## src/rtl/fp_pkg.sv

```systemverilog
`default_nettype none
// +------------------------------------------------------------------+
// | fp_pkg : shared state encoding and format helpers for fp_addsub  |
// | Rev 1.0                                                          |
// +------------------------------------------------------------------+
package fp_pkg;

   typedef enum logic [3:0] {
      ST_GET_A  = 4'd0,
      ST_GET_B  = 4'd1,
      ST_UNPACK = 4'd2,
      ST_ALIGN  = 4'd3,
      ST_ADD    = 4'd4,
      ST_NORM   = 4'd5,
      ST_ROUND  = 4'd6,
      ST_PACK   = 4'd7,
      ST_PUT_Z  = 4'd8
   } state_t;

   function automatic int fp_width(input int exp_w, input int man_w);
      return 1 + exp_w + man_w;
   endfunction

   function automatic int fp_bias(input int exp_w);
      return (1 << (exp_w - 1)) - 1;
   endfunction

   function automatic int fp_exp_max(input int exp_w);
      return (1 << exp_w) - 1;
   endfunction

   // Canonical quiet NaN, right-aligned in a 64-bit container.
   function automatic logic [63:0] fp_qnan(input int exp_w, input int man_w);
      logic [63:0] r;
      r = '0;
      for (int i = 0; i < exp_w; i++) r[man_w + i] = 1'b1;
      r[man_w - 1] = 1'b1;
      return r;
   endfunction

endpackage
`default_nettype wire

```

## src/rtl/fp_addsub_if.sv

```systemverilog
`default_nettype none
// +------------------------------------------------------------------+
// | fp_addsub_if : operand/result stb-ack handshake bundle           |
// | Rev 1.0                                                          |
// +------------------------------------------------------------------+
interface fp_addsub_if #(
   parameter int EXP_W = 8,
   parameter int MAN_W = 23
);
   localparam int W = 1 + EXP_W + MAN_W;

   logic [W-1:0] input_a;
   logic         input_a_stb;
   logic         input_a_ack;
   logic [W-1:0] input_b;
   logic         input_op;
   logic         input_b_stb;
   logic         input_b_ack;
   logic [W-1:0] output_z;
   logic [2:0]   output_flags;
   logic         output_z_stb;
   logic         output_z_ack;

   modport master (
      output input_a, input_a_stb, input_b, input_op, input_b_stb, output_z_ack,
      input  input_a_ack, input_b_ack, output_z, output_flags, output_z_stb
   );

   modport slave (
      input  input_a, input_a_stb, input_b, input_op, input_b_stb, output_z_ack,
      output input_a_ack, input_b_ack, output_z, output_flags, output_z_stb
   );
endinterface
`default_nettype wire

```

## src/rtl/fp_lzc.sv

```systemverilog
`default_nettype none
// +------------------------------------------------------------------+
// | fp_lzc : combinational leading-zero counter (WIDTH when all zero)|
// | Rev 1.0                                                          |
// +------------------------------------------------------------------+
module fp_lzc #(
   parameter int WIDTH = 27,
   parameter int CW    = $clog2(WIDTH + 1)
) (
   input  logic [WIDTH-1:0] i_data,
   output logic [CW-1:0]    o_count
);
   logic [CW-1:0] w_count;

   // Ascending scan: the highest set bit is the last one to write.
   always_comb begin
      w_count = CW'(WIDTH);
      for (int i = 0; i < WIDTH; i++) begin
         if (i_data[i]) w_count = CW'(WIDTH - 1 - i);
      end
   end

   assign o_count = w_count;
endmodule
`default_nettype wire

```

## src/rtl/fp_addsub.sv

```systemverilog
`default_nettype none
// +------------------------------------------------------------------+
// | fp_addsub : multi-cycle IEEE-754 adder/subtractor, RNE, denormals|
// | Rev 1.0                                                          |
// +------------------------------------------------------------------+
module fp_addsub
   import fp_pkg::*;
#(
   parameter int EXP_W = 8,
   parameter int MAN_W = 23
) (
   input  logic       clk,
   input  logic       rst,
   fp_addsub_if.slave bus
);
   localparam int W   = fp_width(EXP_W, MAN_W);
   localparam int SW  = MAN_W + 5;
   localparam int XW  = EXP_W + 2;
   localparam int LZW = MAN_W + 4;
   localparam int CW  = $clog2(LZW + 1);
   localparam logic [63:0]        QNAN_WIDE = fp_qnan(EXP_W, MAN_W);
   localparam logic [W-1:0]       QNAN      = QNAN_WIDE[W-1:0];
   localparam logic [EXP_W-1:0]   E_ONES    = '1;
   localparam logic [XW-1:0]      EXP_MAX_X = XW'(fp_exp_max(EXP_W));

   state_t                 state_q, state_d;
   logic [W-1:0]           a_q, a_d, b_q, b_d, z_q, z_d, special_z_q, special_z_d;
   logic                   op_q, op_d, a_ack_q, a_ack_d, b_ack_q, b_ack_d, z_stb_q, z_stb_d;
   logic [2:0]             flags_q, flags_d, special_flags_q, special_flags_d;
   logic                   sign_a_q, sign_a_d, sign_b_q, sign_b_d, sign_q, sign_d;
   logic                   special_q, special_d, inexact_q, inexact_d;
   logic signed [XW-1:0]   exp_a_q, exp_a_d, exp_b_q, exp_b_d, exp_q, exp_d;
   logic [SW-1:0]          sig_a_q, sig_a_d, sig_b_q, sig_b_d, sig_q, sig_d;

   // Operand decode
   logic [EXP_W-1:0] w_ea, w_eb;
   logic [MAN_W-1:0] w_fa, w_fb;
   logic             w_sa, w_sb;
   logic             w_a_nan, w_b_nan, w_a_snan, w_b_snan, w_a_inf, w_b_inf, w_a_zero, w_b_zero;
   logic             w_special;
   logic [W-1:0]     w_special_z;
   logic [2:0]       w_special_flags;

   assign w_ea     = a_q[W-2:MAN_W];
   assign w_eb     = b_q[W-2:MAN_W];
   assign w_fa     = a_q[MAN_W-1:0];
   assign w_fb     = b_q[MAN_W-1:0];
   assign w_sa     = a_q[W-1];
   assign w_sb     = b_q[W-1] ^ op_q;
   assign w_a_nan  = (w_ea == E_ONES) && (w_fa != '0);
   assign w_b_nan  = (w_eb == E_ONES) && (w_fb != '0);
   assign w_a_snan = w_a_nan && !w_fa[MAN_W-1];
   assign w_b_snan = w_b_nan && !w_fb[MAN_W-1];
   assign w_a_inf  = (w_ea == E_ONES) && (w_fa == '0);
   assign w_b_inf  = (w_eb == E_ONES) && (w_fb == '0);
   assign w_a_zero = (w_ea == '0) && (w_fa == '0);
   assign w_b_zero = (w_eb == '0) && (w_fb == '0);

   always_comb begin
      w_special       = 1'b1;
      w_special_z     = '0;
      w_special_flags = 3'b000;
      if (w_a_nan || w_b_nan) begin
         w_special_z     = QNAN;
         w_special_flags = {w_a_snan | w_b_snan, 2'b00};
      end else if (w_a_inf && w_b_inf && (w_sa != w_sb)) begin
         w_special_z     = QNAN;
         w_special_flags = 3'b100;
      end else if (w_a_inf) begin
         w_special_z = {w_sa, E_ONES, {MAN_W{1'b0}}};
      end else if (w_b_inf) begin
         w_special_z = {w_sb, E_ONES, {MAN_W{1'b0}}};
      end else if (w_a_zero && w_b_zero) begin
         w_special_z = {w_sa & w_sb, {(W-1){1'b0}}};
      end else if (w_a_zero) begin
         w_special_z = {w_sb, b_q[W-2:0]};
      end else if (w_b_zero) begin
         w_special_z = a_q;
      end else begin
         w_special = 1'b0;
      end
   end

   // Alignment: the smaller-exponent significand is shifted, lost bits fold into sticky
   logic          w_a_big;
   logic [XW-1:0] w_diff;
   logic [SW-1:0] w_sh_in, w_sh_mask, w_sh_out;

   assign w_a_big   = (exp_a_q >= exp_b_q);
   assign w_diff    = w_a_big ? XW'(exp_a_q - exp_b_q) : XW'(exp_b_q - exp_a_q);
   assign w_sh_in   = w_a_big ? sig_b_q : sig_a_q;
   assign w_sh_mask = ~({SW{1'b1}} << w_diff);
   assign w_sh_out  = (w_sh_in >> w_diff) | {{(SW-1){1'b0}}, |(w_sh_in & w_sh_mask)};

   // Normalisation shift, clamped so the exponent never drops below 1
   logic [CW-1:0] w_lz;
   logic [XW-1:0] w_lz_x, w_lim, w_norm_sh;

   fp_lzc #(.WIDTH(LZW), .CW(CW)) u_lzc (
      .i_data  (sig_q[SW-2:0]),
      .o_count (w_lz)
   );

   assign w_lz_x    = XW'(w_lz);
   assign w_lim     = XW'(exp_q) - XW'(1);
   assign w_norm_sh = (w_lz_x > w_lim) ? w_lim : w_lz_x;

   // Round to nearest even on guard/round/sticky
   logic             w_round_up;
   logic [MAN_W+1:0] w_rnd;

   assign w_round_up = sig_q[2] & (sig_q[1] | sig_q[0] | sig_q[3]);
   assign w_rnd      = {1'b0, sig_q[SW-2:3]} + (MAN_W+2)'(w_round_up);

   always_comb begin
      state_d         = state_q;
      a_d             = a_q;
      b_d             = b_q;
      op_d            = op_q;
      a_ack_d         = a_ack_q;
      b_ack_d         = b_ack_q;
      z_d             = z_q;
      flags_d         = flags_q;
      z_stb_d         = z_stb_q;
      sign_a_d        = sign_a_q;
      sign_b_d        = sign_b_q;
      exp_a_d         = exp_a_q;
      exp_b_d         = exp_b_q;
      sig_a_d         = sig_a_q;
      sig_b_d         = sig_b_q;
      special_d       = special_q;
      special_z_d     = special_z_q;
      special_flags_d = special_flags_q;
      sign_d          = sign_q;
      exp_d           = exp_q;
      sig_d           = sig_q;
      inexact_d       = inexact_q;
      case (state_q)
         ST_GET_A: begin
            a_ack_d = 1'b1;
            if (a_ack_q && bus.input_a_stb) begin
               a_d     = bus.input_a;
               a_ack_d = 1'b0;
               state_d = ST_GET_B;
            end
         end
         ST_GET_B: begin
            b_ack_d = 1'b1;
            if (b_ack_q && bus.input_b_stb) begin
               b_d     = bus.input_b;
               op_d    = bus.input_op;
               b_ack_d = 1'b0;
               state_d = ST_UNPACK;
            end
         end
         ST_UNPACK: begin
            sign_a_d        = w_sa;
            sign_b_d        = w_sb;
            exp_a_d         = (w_ea == '0) ? XW'(1) : XW'(w_ea);
            exp_b_d         = (w_eb == '0) ? XW'(1) : XW'(w_eb);
            sig_a_d         = {1'b0, (w_ea != '0), w_fa, 3'b000};
            sig_b_d         = {1'b0, (w_eb != '0), w_fb, 3'b000};
            special_d       = w_special;
            special_z_d     = w_special_z;
            special_flags_d = w_special_flags;
            state_d         = ST_ALIGN;
         end
         ST_ALIGN: begin
            if (w_a_big) begin
               exp_d   = exp_a_q;
               sig_b_d = w_sh_out;
            end else begin
               exp_d   = exp_b_q;
               sig_a_d = w_sh_out;
            end
            state_d = ST_ADD;
         end
         ST_ADD: begin
            if (sign_a_q == sign_b_q) begin
               sig_d  = sig_a_q + sig_b_q;
               sign_d = sign_a_q;
            end else if (sig_a_q >= sig_b_q) begin
               sig_d  = sig_a_q - sig_b_q;
               // exact cancellation of opposite signs is +0
               sign_d = (sig_a_q == sig_b_q) ? 1'b0 : sign_a_q;
            end else begin
               sig_d  = sig_b_q - sig_a_q;
               sign_d = sign_b_q;
            end
            state_d = ST_NORM;
         end
         ST_NORM: begin
            if (sig_q[SW-1]) begin
               sig_d = {1'b0, sig_q[SW-1:2], sig_q[1] | sig_q[0]};
               exp_d = exp_q + XW'(1);
            end else begin
               sig_d = sig_q << w_norm_sh;
               exp_d = exp_q - $signed(w_norm_sh);
            end
            state_d = ST_ROUND;
         end
         ST_ROUND: begin
            inexact_d = sig_q[2] | sig_q[1] | sig_q[0];
            if (w_rnd[MAN_W+1]) begin
               sig_d = {1'b0, w_rnd[MAN_W+1:1], 3'b000};
               exp_d = exp_q + XW'(1);
            end else begin
               sig_d = {1'b0, w_rnd[MAN_W:0], 3'b000};
            end
            state_d = ST_PACK;
         end
         ST_PACK: begin
            if (special_q) begin
               z_d     = special_z_q;
               flags_d = special_flags_q;
            end else if (XW'(exp_q) >= EXP_MAX_X) begin
               z_d     = {sign_q, E_ONES, {MAN_W{1'b0}}};
               flags_d = 3'b011;
            end else begin
               // hidden bit clear means a denormal (or zero): exponent field 0
               z_d     = {sign_q, sig_q[SW-2] ? exp_q[EXP_W-1:0] : {EXP_W{1'b0}}, sig_q[SW-3:3]};
               flags_d = {2'b00, inexact_q};
            end
            state_d = ST_PUT_Z;
         end
         ST_PUT_Z: begin
            z_stb_d = 1'b1;
            if (z_stb_q && bus.output_z_ack) begin
               z_stb_d = 1'b0;
               state_d = ST_GET_A;
            end
         end
         default: state_d = ST_GET_A;
      endcase
   end

   always_ff @(posedge clk) begin
      if (rst) begin
         state_q         <= ST_GET_A;
         a_q             <= '0;
         b_q             <= '0;
         op_q            <= 1'b0;
         a_ack_q         <= 1'b0;
         b_ack_q         <= 1'b0;
         z_q             <= '0;
         flags_q         <= 3'b000;
         z_stb_q         <= 1'b0;
         sign_a_q        <= 1'b0;
         sign_b_q        <= 1'b0;
         exp_a_q         <= '0;
         exp_b_q         <= '0;
         sig_a_q         <= '0;
         sig_b_q         <= '0;
         special_q       <= 1'b0;
         special_z_q     <= '0;
         special_flags_q <= 3'b000;
         sign_q          <= 1'b0;
         exp_q           <= '0;
         sig_q           <= '0;
         inexact_q       <= 1'b0;
      end else begin
         state_q         <= state_d;
         a_q             <= a_d;
         b_q             <= b_d;
         op_q            <= op_d;
         a_ack_q         <= a_ack_d;
         b_ack_q         <= b_ack_d;
         z_q             <= z_d;
         flags_q         <= flags_d;
         z_stb_q         <= z_stb_d;
         sign_a_q        <= sign_a_d;
         sign_b_q        <= sign_b_d;
         exp_a_q         <= exp_a_d;
         exp_b_q         <= exp_b_d;
         sig_a_q         <= sig_a_d;
         sig_b_q         <= sig_b_d;
         special_q       <= special_d;
         special_z_q     <= special_z_d;
         special_flags_q <= special_flags_d;
         sign_q          <= sign_d;
         exp_q           <= exp_d;
         sig_q           <= sig_d;
         inexact_q       <= inexact_d;
      end
   end

   assign bus.input_a_ack  = a_ack_q;
   assign bus.input_b_ack  = b_ack_q;
   assign bus.output_z     = z_q;
   assign bus.output_flags = flags_q;
   assign bus.output_z_stb = z_stb_q;

endmodule
`default_nettype wire

```

## src/flat_wrapper.sv

```systemverilog
// flat-port wrapper written by rule: the top's interface ports become plain ports
module fp_addsub_flat import fp_pkg::*;
#(
   parameter int EXP_W = 8,
   parameter int MAN_W = 23
)
  (clk, rst, bus_input_a, bus_input_a_stb, bus_input_b, bus_input_op, bus_input_b_stb, bus_output_z_ack, bus_input_a_ack, bus_input_b_ack, bus_output_z, bus_output_flags, bus_output_z_stb);
  fp_addsub_if #(.EXP_W(EXP_W), .MAN_W(MAN_W)) bus_i ();
  input  logic clk;
  input  logic rst;
  input wire logic [$bits(bus_i.input_a)-1:0] bus_input_a;
  input wire logic [$bits(bus_i.input_a_stb)-1:0] bus_input_a_stb;
  input wire logic [$bits(bus_i.input_b)-1:0] bus_input_b;
  input wire logic [$bits(bus_i.input_op)-1:0] bus_input_op;
  input wire logic [$bits(bus_i.input_b_stb)-1:0] bus_input_b_stb;
  input wire logic [$bits(bus_i.output_z_ack)-1:0] bus_output_z_ack;
  output wire logic [$bits(bus_i.input_a_ack)-1:0] bus_input_a_ack;
  output wire logic [$bits(bus_i.input_b_ack)-1:0] bus_input_b_ack;
  output wire logic [$bits(bus_i.output_z)-1:0] bus_output_z;
  output wire logic [$bits(bus_i.output_flags)-1:0] bus_output_flags;
  output wire logic [$bits(bus_i.output_z_stb)-1:0] bus_output_z_stb;
  assign bus_i.input_a = bus_input_a;
  assign bus_i.input_a_stb = bus_input_a_stb;
  assign bus_i.input_b = bus_input_b;
  assign bus_i.input_op = bus_input_op;
  assign bus_i.input_b_stb = bus_input_b_stb;
  assign bus_i.output_z_ack = bus_output_z_ack;
  assign bus_input_a_ack = bus_i.input_a_ack;
  assign bus_input_b_ack = bus_i.input_b_ack;
  assign bus_output_z = bus_i.output_z;
  assign bus_output_flags = bus_i.output_flags;
  assign bus_output_z_stb = bus_i.output_z_stb;
  fp_addsub #(.EXP_W(EXP_W), .MAN_W(MAN_W)) u_core (.clk(clk), .rst(rst), .bus(bus_i));
endmodule
```

## config.mk

```make
export PLATFORM = sky130hd
export DESIGN_NAME = fp_addsub_flat
export DESIGN_NICKNAME = d
export VERILOG_FILES = /design/src/rtl/fp_pkg.sv /design/src/rtl/fp_addsub_if.sv /design/src/rtl/fp_lzc.sv /design/src/rtl/fp_addsub.sv /design/src/flat_wrapper.sv
export SDC_FILE = /design/constraint.sdc
export NUM_CORES = 1
export LEC_CHECK = 0
export ABC_AREA = 1
export BUFFER_PORTS_ARGS = -buffer_cell sky130_fd_sc_hd__clkbuf_2
export CELL_PAD_IN_SITES_DETAIL_PLACEMENT = 2
export CELL_PAD_IN_SITES_GLOBAL_PLACEMENT = 2
export CORE_AREA = 2 2 250 252
export DETAILED_ROUTE_END_ITERATION = 8
export DIE_AREA = 0 0 252 254
export GPL_ROUTABILITY_DRIVEN = 0
export PLACE_DENSITY_LB_ADDON = 0.1
export SYNTH_ARGS = -nofsm -noshare
export SYNTH_HDL_FRONTEND = slang
export SYNTH_SLANG_ARGS = --single-unit
```

## constraint.sdc

```tcl
create_clock -name clk -period 5.7 [get_ports clk]
set_input_delay 1.14 -clock clk [delete_from_list [all_inputs] [get_ports clk]]
set_output_delay 1.14 -clock clk [all_outputs]
set_load 0.005 [all_outputs]
```

==> impl_metrics.tcl, run 1 <==
set metrics [dict create \
    overflow 0 \
    cts_buffer_depth 3 \
    cap_violations 0 \
    synthAdderAreaFrac_pct 7.49 \
    dr.pass1.iters 7 \
    crit_type "register to register" \
    via_per_inst 5.92 \
    ys_seq_area_share_pct 24.7 \
    status "finished, final reports clean" \
    ys_seq_elements 255 \
    synth-compound-area-share_pct 29.8 \
    hold_buffers 0 \
    hold_viol 0 \
    whs_ns 0.471 \
    power_density_mw_per_mm2 681 \
    grt_first_pass_wirelength_um 159000 \
    ys.flop_type "dfxtp_1" \
    fillerInstances 7532 \
    fin_crit_ns 5.34 \
    synthCells 3298 \
    arrival_ns 5.82 \
    die_h_um 254 \
    htreeDepth 2 \
    fmax_mhz 187 \
    drive_above_1_share_pct 9.67 \
    nets 3488 \
    multi_input_area_mm2 0.0134 \
    yosys.area_share.xor_xnor_pct 1.95 \
    dp_hpwl_um 82500 \
    synthTopCellsByArea "dfxtp_1 (25%), a21oi_1 (12%), nand2_1 (10%)" \
    worstSetupEndpointType "register" \
    syn2layout_area_growth_pct 12.0 \
    synth_edf_count 0 \
    cts_tree "yes" \
    synth.largest_area_cell "dfxtp_1" \
    drc_errors 0 \
    final_antenna_net_count 0 \
    vias 24351 \
    track_usage_pct 32.3 \
    antenna_found_initial 1 \
    synth_top_family_by_area "compound AO/OA/AOI/OAI gates" \
    wl_per_cell_um 25.7 \
    async_flop_share_pct 0 \
    slowest_stage "dfxtp_2" \
    num_rows 91 \
    setup_viol 0 \
    antenna_cells 0 \
    grt_max_degree 89 \
    worst_skew_pair.late_latency_ns 0.58 \
    hold_class "register to register" \
    synth_simple_gate_area_share_pct 24.5 \
    ys_top_cells_by_count "nand2_1 (574), a21oi_1 (484), o21ai_0 (395)" \
    leakagePower_nw 10.1 \
    port-buffer-count 107 \
    fin_skew_ns 0.0349 \
    crit_top_cell "nand2_1" \
    start_util_pct 33.7 \
    regArea_mm2 0.00511 \
    crit_fanout 7 \
    cts_sinks 255 \
    relSlewSlack_pct 20.2 \
    clk_pin_slew_ns 0.06 \
    dieArea_mm2 0.0640 \
    routed_wl_um 106000 \
    root_buffer "clkbuf_16" \
    synthDistinctLibCells 69 \
    syn_avg_cell_area_um2 6.26 \
    vdd_drop_max_mv 0.623 \
    gr-max-usage-layer "met2" \
    cp_data_required_time_ns 6.18 \
    setup_tns_ns 0 \
    cts-buffers-inserted 34 \
    dieWidth_um 252 \
    start_kind "register" \
    syn_area_mm2 0.0206 \
    yosysWarnings 0 \
    yosys.area.top_type_share_pct 24.7 \
    muxShareOfSynthArea_pct 0.339 \
    slew_viol_final 0 \
    tightestPinTransition_ns 1.19 \
    synth_most_common_cell "nand2_1" \
    post-route-period-util_pct 93.7 \
    io-pin-count 108 \
    use_met2_pct 51.2 \
    drt-initial-drc-count 1792 \
    worst_path_largest_cell_delay_ns 0.35 \
    met3_usage_pct 3.62 \
    core_area_mm2 0.0613 \
    first_global_vias 25529 \
    grtUsageMet1_pct 44.9 \
]
[what timing repair did]
item,4_1_cts,5_1_grt
setup buffers,0,6
resized for setup,0,26
setup endpoints to repair,0,5
[per-layer routing]
metal,wire length [µm],up-vias
met5,0,-
met4,3980,0
met3,4940,164
met2,47400,632
met1,49300,12317
li1,-,11238
[report_power, final]
part / leakage, nW / switching (mW) / internal, mW
clock: 0.601 / 0.922 / 1.48
sequential: 2.06 / 0.236 / 1.97
combinational: 7.41 / 8.20 / 2.95
[cells in the final DEF (no fill, tap or decap), types with 9 or more instances in the layout]
cell type,n
inv_2,14
nand2_2,9
buf_4,63
nand2_1,571
o21ai_0,393
or2_2,10
dfxtp_1,250
o211ai_1,38
ha_1,111
inv_1,354
a21oi_1,483
clkbuf_16,34
xor2_1,40
nor4_1,20
clkbuf_2,107
nand3_1,286
o21a_1,11
clkinv_1,10
nor3_1,24
o21ai_2,10
nand4_1,31
o21ai_1,33
nor2_1,174
o22ai_1,30
nor2_2,11
a211oi_1,10
a31oi_1,18
a221oi_1,20
[final timing paths]
check,start,to,slack [ns],depth (start not counted)
max,u_core.sig_q[1],u_core.exp_q[9],0.36,52
max reg2reg,u_core.sig_q[1],u_core.exp_q[9],0.36,52
min,u_core.special_z_q[17],u_core.special_z_q[17],0.47,2
min reg2reg,u_core.special_z_q[17],u_core.special_z_q[17],0.47,2
[worst max-delay path, delay by kind of cell, from the launching register on]
kind | cells | cell delay [ns]
simple gates | 39 | 3.07
compound gates | 7 | 1.03
fa+ha+maj | 2 | 0.48
flops | 1 | 0.35
buf+inv | 4 | 0.34
[cells by family (layout without fill, tap and decap cells)]
kind of cell,after synthesis,count (layout)
fa+ha+maj,120,120
xor+xnor,46,46
flops,255,255
buf+inv,587,609
compound gates,1117,1117
other cells,1,2
simple gates,1165,1165
mux,7,7
[registers in the layout, indices dropped and copies added (netlist names), 3 cells and up]
name	cells
u_core.a_q	32
u_core.b_q	32
u_core.bus.output_flags	3
u_core.bus.output_z	32
u_core.exp_a_q	8
u_core.exp_b_q	8
u_core.exp_q	10
u_core.sig_a_q	28
u_core.sig_b_q	28
u_core.sig_q	28
u_core.special_z_q	32
u_core.state_q	4
[area by class of cell]
cell class,count,share of cell area (%)
multi-input combinational,2457,57.7
sequential,255,22.1
inverter,380,6.19
timing repair buffer,170,4.36
tap,790,4.27
clock buffer,42,3.98
clock inverter,17,1.36
[metrics by stage]
stage | util, % | cell area [µm²] | power, mW | setup WS (ns) | cells
2_1_floorplan | - | 20700 | 9.44 | 0.649 | 3299
3_5_place_dp | 35.6 | 21800 | 13.0 | 0.120 | 4046
5_1_grt | 37.8 | 23100 | 16.8 | -0.152 | 4111
4_1_cts | 37.6 | 23000 | 15.5 | 0.0338 | 4105
3_3_place_gp | 35.6 | 21800 | 12.7 | 0.406 | 4046
6_report | 37.8 | 23100 | 15.8 | 0.362 | 4111
(Power assumes the default switching activity.)
==> run 2: changes to the inputs <==
==> constraint.sdc (replaced) <==
create_clock -name clk -period 5.7 [get_ports clk]
set_input_delay 0 -clock clk [delete_from_list [all_inputs] [get_ports clk]]
set_output_delay 0 -clock clk [all_outputs]
set_load 0.005 [all_outputs]
==> run 2 against run 1 <==
Against the previous run:
- die area unchanged
- utilization is 0.65 points higher
- cell count increased by 1.5%
- sequential power about the same
- worst hold slack worse by 0.37 ns
- fmax increased by 1.7%
- wire length up 1.8%
- sequential share of layout area is 0.37 points lower
- critical path type unchanged
- critical endpoint unchanged
- largest power group unchanged
==> impl_metrics.tcl, run 2 (synthesized netlist as in run 1, its figures left out) <==
set metrics [dict create \
    status "finished, final reports clean" \
    overflow 0 \
    hp-start "rst" \
    track_usage_pct 33.0 \
    grt_first_pass_wirelength_um 163000 \
    vias 24651 \
    finalNonFillerCells 4172 \
    clk_pin_slew_ns 0.07 \
    htreeDepth 1 \
    tightestPinTransition_ns 1.24 \
    fmax_mhz 191 \
    power_density_mw_per_mm2 649 \
    slew_viol_final 0 \
    start_util_pct 33.7 \
    syn2layout_area_growth_pct 14.0 \
    arrival_ns 5.78 \
    crit_top_cell "nand2_1" \
    crit_type "register to register" \
    post-route-period-util_pct 92.1 \
    drt-initial-drc-count 1691 \
    relSlewSlack_pct 17.2 \
    vdd_drop_max_mv 0.509 \
    via_per_inst 5.91 \
    cts-buffers-inserted 31 \
    num_rows 91 \
    first_global_vias 25854 \
    final_cell_mix "nand2_1 (570), a21oi_1 (483), o21ai_0 (393), inv_1 (354), nand3_1 (286)" \
    whs_ns 0.102 \
    port-buffer-count 107 \
    layout_setup_ws_ns 0.453 \
    power_mw 15.3 \
    dieArea_mm2 0.0640 \
    leakagePower_nw 10.2 \
    worst_skew_pair.late_latency_ns 0.62 \
    placedCellCount 4043 \
    drive_above_1_share_pct 9.08 \
    fin_skew_ns 0.0280 \
    fin_crit_ns 5.25 \
    worst_path_largest_cell_delay_ns 0.41 \
    hold_viol 0 \
    start_kind "register" \
    cts_buffer_depth 3 \
    worstReg2RegEnd "u_core.exp_q[9]" \
    final_antenna_net_count 0 \
    dp_hpwl_um 82300 \
    routed_wl_um 108000 \
    antenna_cells 0 \
    cap_violations 0 \
    wl_per_cell_um 25.8 \
    cp_data_required_time_ns 6.24 \
    dieWidth_um 252 \
    hold_class "input port to register" \
    root_buffer "clkbuf_16" \
    setup_viol 0 \
    cts_sinks 255 \
    io-pin-count 108 \
    die_h_um 254 \
    core_area_mm2 0.0613 \
    rsz0062_at_grt "true" \
    dr.pass1.iters 5 \
    nets 3551 \
    antenna_found_initial 1 \
    cts_tree "yes" \
    rr_worst_depth 50 \
    drc_errors 0 \
    pre_cts_ws_ns 0.153 \
    crit_fanout 9 \
    crit_path_end "u_core.exp_q[9]" \
    layout_commonest_cell "nand2_1" \
    reg2reg_from "u_core.sig_q[3]" \
    slowest_stage "dfxtp_2" \
    grt_max_degree 78 \
    worstSetupEndpointType "register" \
    cp-startpoint "u_core.sig_q[3]" \
    rrSetupSlack_ns 0.45 \
]
[run 2: cell count changes in the layout (fill, tap and decap cells not counted), sizes merged]
cell and delta:
inv +1, buf -5, dlygate4sd3 +71, clkbuf +4, bufinv -7, clkinv -5, clkinvlp +2
[run 2: worst min path at each step]
stage | end | cells after the start
2_1_floorplan | u_core.b_q[31] | 2
3_3_place_gp | u_core.op_q | 3
3_5_place_dp | u_core.b_q[26] | 3
4_1_cts | u_core.special_z_q[4] | 3
5_1_grt | u_core.state_q[0] | 3
6_report | u_core.special_z_q[31] | 3
[run 2: layout make-up]
class	instances	area [µm²]
clock buffer	46	872
timing repair buffer	236	1680
fill	7528	37700
tap	790	988
multi-input combinational	2457	13400
sequential	255	5110
clock inverter	8	70.1
inverter	380	1430
[run 2: power by group]
group	total, mW	internal (mW)	switching (mW)	leakage [nW]
Sequential	2.21	1.97	0.241	2.06
Clock	1.92	1.06	0.865	0.450
Combinational	11.1	2.91	8.22	7.69
[run 2: per-stage QoR]
step | instance area (µm²) | setup TNS [ns] | utilization [%]
CTS | 23400 | 0 | 38.2
global placement | 21800 | 0 | 35.5
floorplan | 20700 | 0 | -
finish | 23500 | 0 | 38.4
global route | 23500 | -0.182 | 38.4
detailed placement | 21800 | 0 | 35.5
[run 2: worst max-delay path: cells and delay by family, from the launching register on]
family                     cells  cell delay, ns
AOI/OAI and AO/OA              7            1.03
and+or+nand+nor               37            2.89
buffers and inverters          4            0.35
adders and majority gates      2            0.47
DFF                            1            0.41
[run 2: layer usage]
| metal | vias up | wire [µm] | GRT usage, % |
|---|---|---|---|
| met5 | - | 0 | 0 |
| met4 | 0 | 3760 | 10.3 |
| met2 | 637 | 49100 | 54.3 |
| met3 | 140 | 4690 | 3.02 |
| li1 | 11361 | - | - |
| met1 | 12513 | 50000 | 45.6 |
[run 2: timing repair]
action	in CTS	in global routing
buffers inserted	0	4
setup endpoints to repair	0	5
resized for setup	0	31
hold buffers	71	0
endpoints found under the hold margin	71	0
==> run 3: changes to the inputs <==
--- a/config.mk
+++ b/config.mk
@@ -5,13 +5,12 @@
 export SDC_FILE = /design/constraint.sdc
 export NUM_CORES = 1
 export LEC_CHECK = 0
-export ABC_AREA = 1
 export BUFFER_PORTS_ARGS = -buffer_cell sky130_fd_sc_hd__clkbuf_2
 export CELL_PAD_IN_SITES_DETAIL_PLACEMENT = 2
 export CELL_PAD_IN_SITES_GLOBAL_PLACEMENT = 2
-export CORE_AREA = 2 2 250 252
+export CORE_AREA = 2 2 258 260
 export DETAILED_ROUTE_END_ITERATION = 8
-export DIE_AREA = 0 0 252 254
+export DIE_AREA = 0 0 260 262
 export GPL_ROUTABILITY_DRIVEN = 0
 export PLACE_DENSITY_LB_ADDON = 0.1
 export SYNTH_ARGS = -nofsm -noshare
==> constraint.sdc (replaced) <==
create_clock -name clk -period 4.66 [get_ports clk]
set_input_delay 0 -clock clk [delete_from_list [all_inputs] [get_ports clk]]
set_output_delay 0 -clock clk [all_outputs]
set_load 0.005 [all_outputs]
==> run 3 against run 2 <==
Against the previous run:
- sequential cell count unchanged
- the flow now finishes with violations (negative setup slack)
- clock skew hardly changed
- global-route usage is 1.8 points higher
- count of clock-buffer cells in the layout up 7
- first-iteration DRC count up 21%
- synthesized cell count shrank 12%
- largest power group is now the clock network
==> impl_metrics.tcl, run 3 <==
set metrics [dict create \
    vias 25475 \
    antenna_cells 0 \
    routed_wl_um 122000 \
    relSlewSlack_pct 27.0 \
    hp-start "bus_input_a_stb" \
    final_cell_mix "nand2_1 (349), a21oi_1 (327), dfxtp_1 (246), buf_4 (235), nor2_1 (225)" \
    cp_top_family "compound AO/OA/AOI/OAI gates" \
    hold_viol 0 \
    stdcell_area_mm2 0.0263 \
    synth_most_common_cell "nand2_1" \
    root_buffer "clkbuf_16" \
    ys.flop_type "dfxtp_1" \
    synthTopCellsByArea "dfxtp_1 (24%), a21oi_1 (7.9%), ha_1 (6.7%)" \
    regArea_mm2 0.00512 \
    nets 3323 \
    ys_seq_area_share_pct 23.9 \
    grt_max_degree 74 \
    first_global_vias 26679 \
    post-route-period-util_pct 101 \
    rr_worst_depth 25 \
    synthDistinctLibCells 102 \
    htreeDepth 2 \
    cp_data_required_time_ns 5.14 \
    vdd_drop_max_mv 0.221 \
    die_h_um 262 \
    clockPowerShare_pct 38.1 \
    leakagePower_nw 10.3 \
    synth.largest_area_cell "dfxtp_1" \
    dieWidth_um 260 \
    slew_viol_final 0 \
    pre_cts_ws_ns -0.132 \
    fmax_mhz 212 \
    hold_depth 5 \
    layout_setup_ws_ns -0.0567 \
    synthCells 2904 \
    ys_seq_elements 255 \
    fin_skew_ns 0.0276 \
    comb_power_share_pct 30.1 \
    worst_skew_pair.late_latency_ns 0.57 \
    dr_wl_met2_um 54800 \
    worst_path_largest_cell_delay_ns 0.51 \
    syn_avg_cell_area_um2 7.37 \
    p_seq_share_pct 31.8 \
    slowest_stage "or4_4" \
    overflow 0 \
    switching_power_mw 2.60 \
    start_util_pct 32.8 \
    grt_first_pass_wirelength_um 179000 \
    syn2layout_area_growth_pct 22.8 \
    dieArea_mm2 0.0681 \
    yosysWarnings 0 \
    layout_commonest_cell "nand2_1" \
    final_antenna_net_count 0 \
    path_buf_inv 3 \
    cts-buffers-inserted 34 \
    port-buffer-count 107 \
    wl_met1_um 52400 \
    clk_pin_slew_ns 0.06 \
    synth_edf_count 0 \
    worstReg2RegEnd "u_core.exp_q[9]" \
    reg2reg_from "u_core.sig_q[8]" \
    fin_crit_ns 4.72 \
    crit_fanout 4 \
    arrival_ns 5.19 \
    place_area_mm2 0.0239 \
    io-pin-count 108 \
    dp_hpwl_um 92000 \
    top_layer "met4" \
    drc_errors 0 \
    worstSetupEndpointType "register" \
    rrSetupSlack_ns -0.06 \
    start_kind "register" \
    antenna_found_initial 1 \
    core_area_mm2 0.0653 \
    ys_top_cells_by_count "nand2_1 (351), a21oi_1 (337), dfxtp_1 (255)" \
    min_to "u_core.a_q[30]" \
    drive_above_1_share_pct 18.1 \
    wl_per_cell_um 30.4 \
    drt-initial-drc-count 2054 \
    cts_tree "yes" \
    violations "negative setup slack" \
    setup_viol 1 \
    track_usage_pct 34.8 \
    via_per_inst 6.34 \
    cts_sinks 255 \
    whs_ns 0.133 \
    cap_violations 0 \
    syn_area_mm2 0.0214 \
    multi_input_area_mm2 0.0153 \
    rsz0062_at_grt "true" \
    internal_power_mw 4.65 \
    num_rows 94 \
    cts_buffer_depth 3 \
    yosys.area.top_type_share_pct 23.9 \
    dr.pass1.iters 5 \
    fillerInstances 7510 \
    power_mw 7.25 \
    tightestPinTransition_ns 1.09 \
    wl_met3_um 9040 \
    netSwitchingFraction_pct 35.9 \
    hold_class "input port to register" \
    crit_type "register to register" \
    async_flop_share_pct 0 \
    status "finished, violations left" \
    power_density_mw_per_mm2 276 \
]
==> run 3: cell count changes after synthesis, sizes merged, moves of 43 or more <==
| cell | before | now |
|---|---|---|
| inv | 370 | 138 |
| xnor2 | 4 | 52 |
| o21ai | 436 | 172 |
| nand3 | 291 | 57 |
| a21oi | 490 | 340 |
| nor3 | 30 | 110 |
| mux2i | 7 | 78 |
| a211oi | 11 | 80 |
| a221oi | 21 | 64 |
| nor2 | 188 | 236 |
| nand2 | 581 | 352 |
==> run 3: layout make-up <==
class / count / share of cell area (%)
Clock buffer: 53 / 3.93
Clock inverter: 7 / 0.352
Inverter: 139 / 1.99
Multi-Input combinational cell: 2284 / 58.3
Sequential cell: 255 / 19.5
Tap cell: 864 / 4.11
Timing Repair Buffer: 419 / 11.9
==> run 3: through the flow <==
stage                     instances  utilization, %  setup TNS (ns)
final                          4021            40.3         -0.0567
after global placement         3878            36.7               0
after detailed placement       3878            36.7          -0.248
after floorplan                2905               -               0
after CTS                      4011            39.7               0
after global routing           4021            40.3          -0.999
==> run 3: tightest hold or removal path, delay by kind of cell <==
kind	cells	cell delay, ns
and+or+nand+nor	2	0.20
buffers and inverters	2	0.36
AOI/OAI and AO/OA	1	0.06
==> run 3: how the worst max path moves through the flow <==
| stage | start | to | slack [ns] | depth (start not counted) |
|---|---|---|---|---|
| floorplan | u_core.sig_q[7] | u_core.exp_q[9] | 0.02 | 26 |
| global placement | u_core.sig_q[8] | u_core.exp_q[8] | 0.09 | 24 |
| detailed placement | u_core.sig_q[8] | u_core.exp_q[8] | -0.13 | 24 |
| CTS | u_core.sig_q[8] | u_core.exp_q[9] | 0.003 | 25 |
| global route | u_core.sig_q[21] | u_core.exp_q[9] | -0.23 | 24 |
| finish | u_core.sig_q[8] | u_core.exp_q[9] | -0.06 | 25 |
==> run 3: logic make-up after synthesis <==
kind of cell	after synthesis	synth area share, %
AO/OA/AOI/OAI	1021	31.4
AND/OR/NAND/NOR	954	20.4
buffers and inverters	366	7.08
flip-flops	255	23.9
adder cells (fa/ha/maj)	120	7.23
multiplexers	120	7.18
XOR/XNOR	67	2.78
other	1	0.0175
==> run 3: timing repair <==
action                                 4_1_cts  5_1_grt
setup buffers                                5       11
resized for setup                           30       68
endpoints found under the hold margin       88        0
hold buffers                                68        0
setup endpoints to repair                    4       47
pin swaps                                    7       39
==> run 3: power by group through the flow <==
| stage | Clock (mW) | Sequential [mW] | Combinational [mW] |
|---|---|---|---|
| detailed placement | 0 | 2.35 | 2.05 |
| finish | 2.76 | 2.30 | 2.19 |
| global route | 2.89 | 2.31 | 2.32 |
| floorplan | 0 | 2.31 | 1.18 |
| global placement | 0 | 2.34 | 2.00 |
| CTS | 2.80 | 2.30 | 2.12 |
==> run 3: routing by layer <==
metal  GRT usage, %  vias to the layer above
met3           5.40                      264
met5              0                        -
li1               -                    11153
met2           55.6                     1034
met1           46.7                    13024
met4           14.6                        0
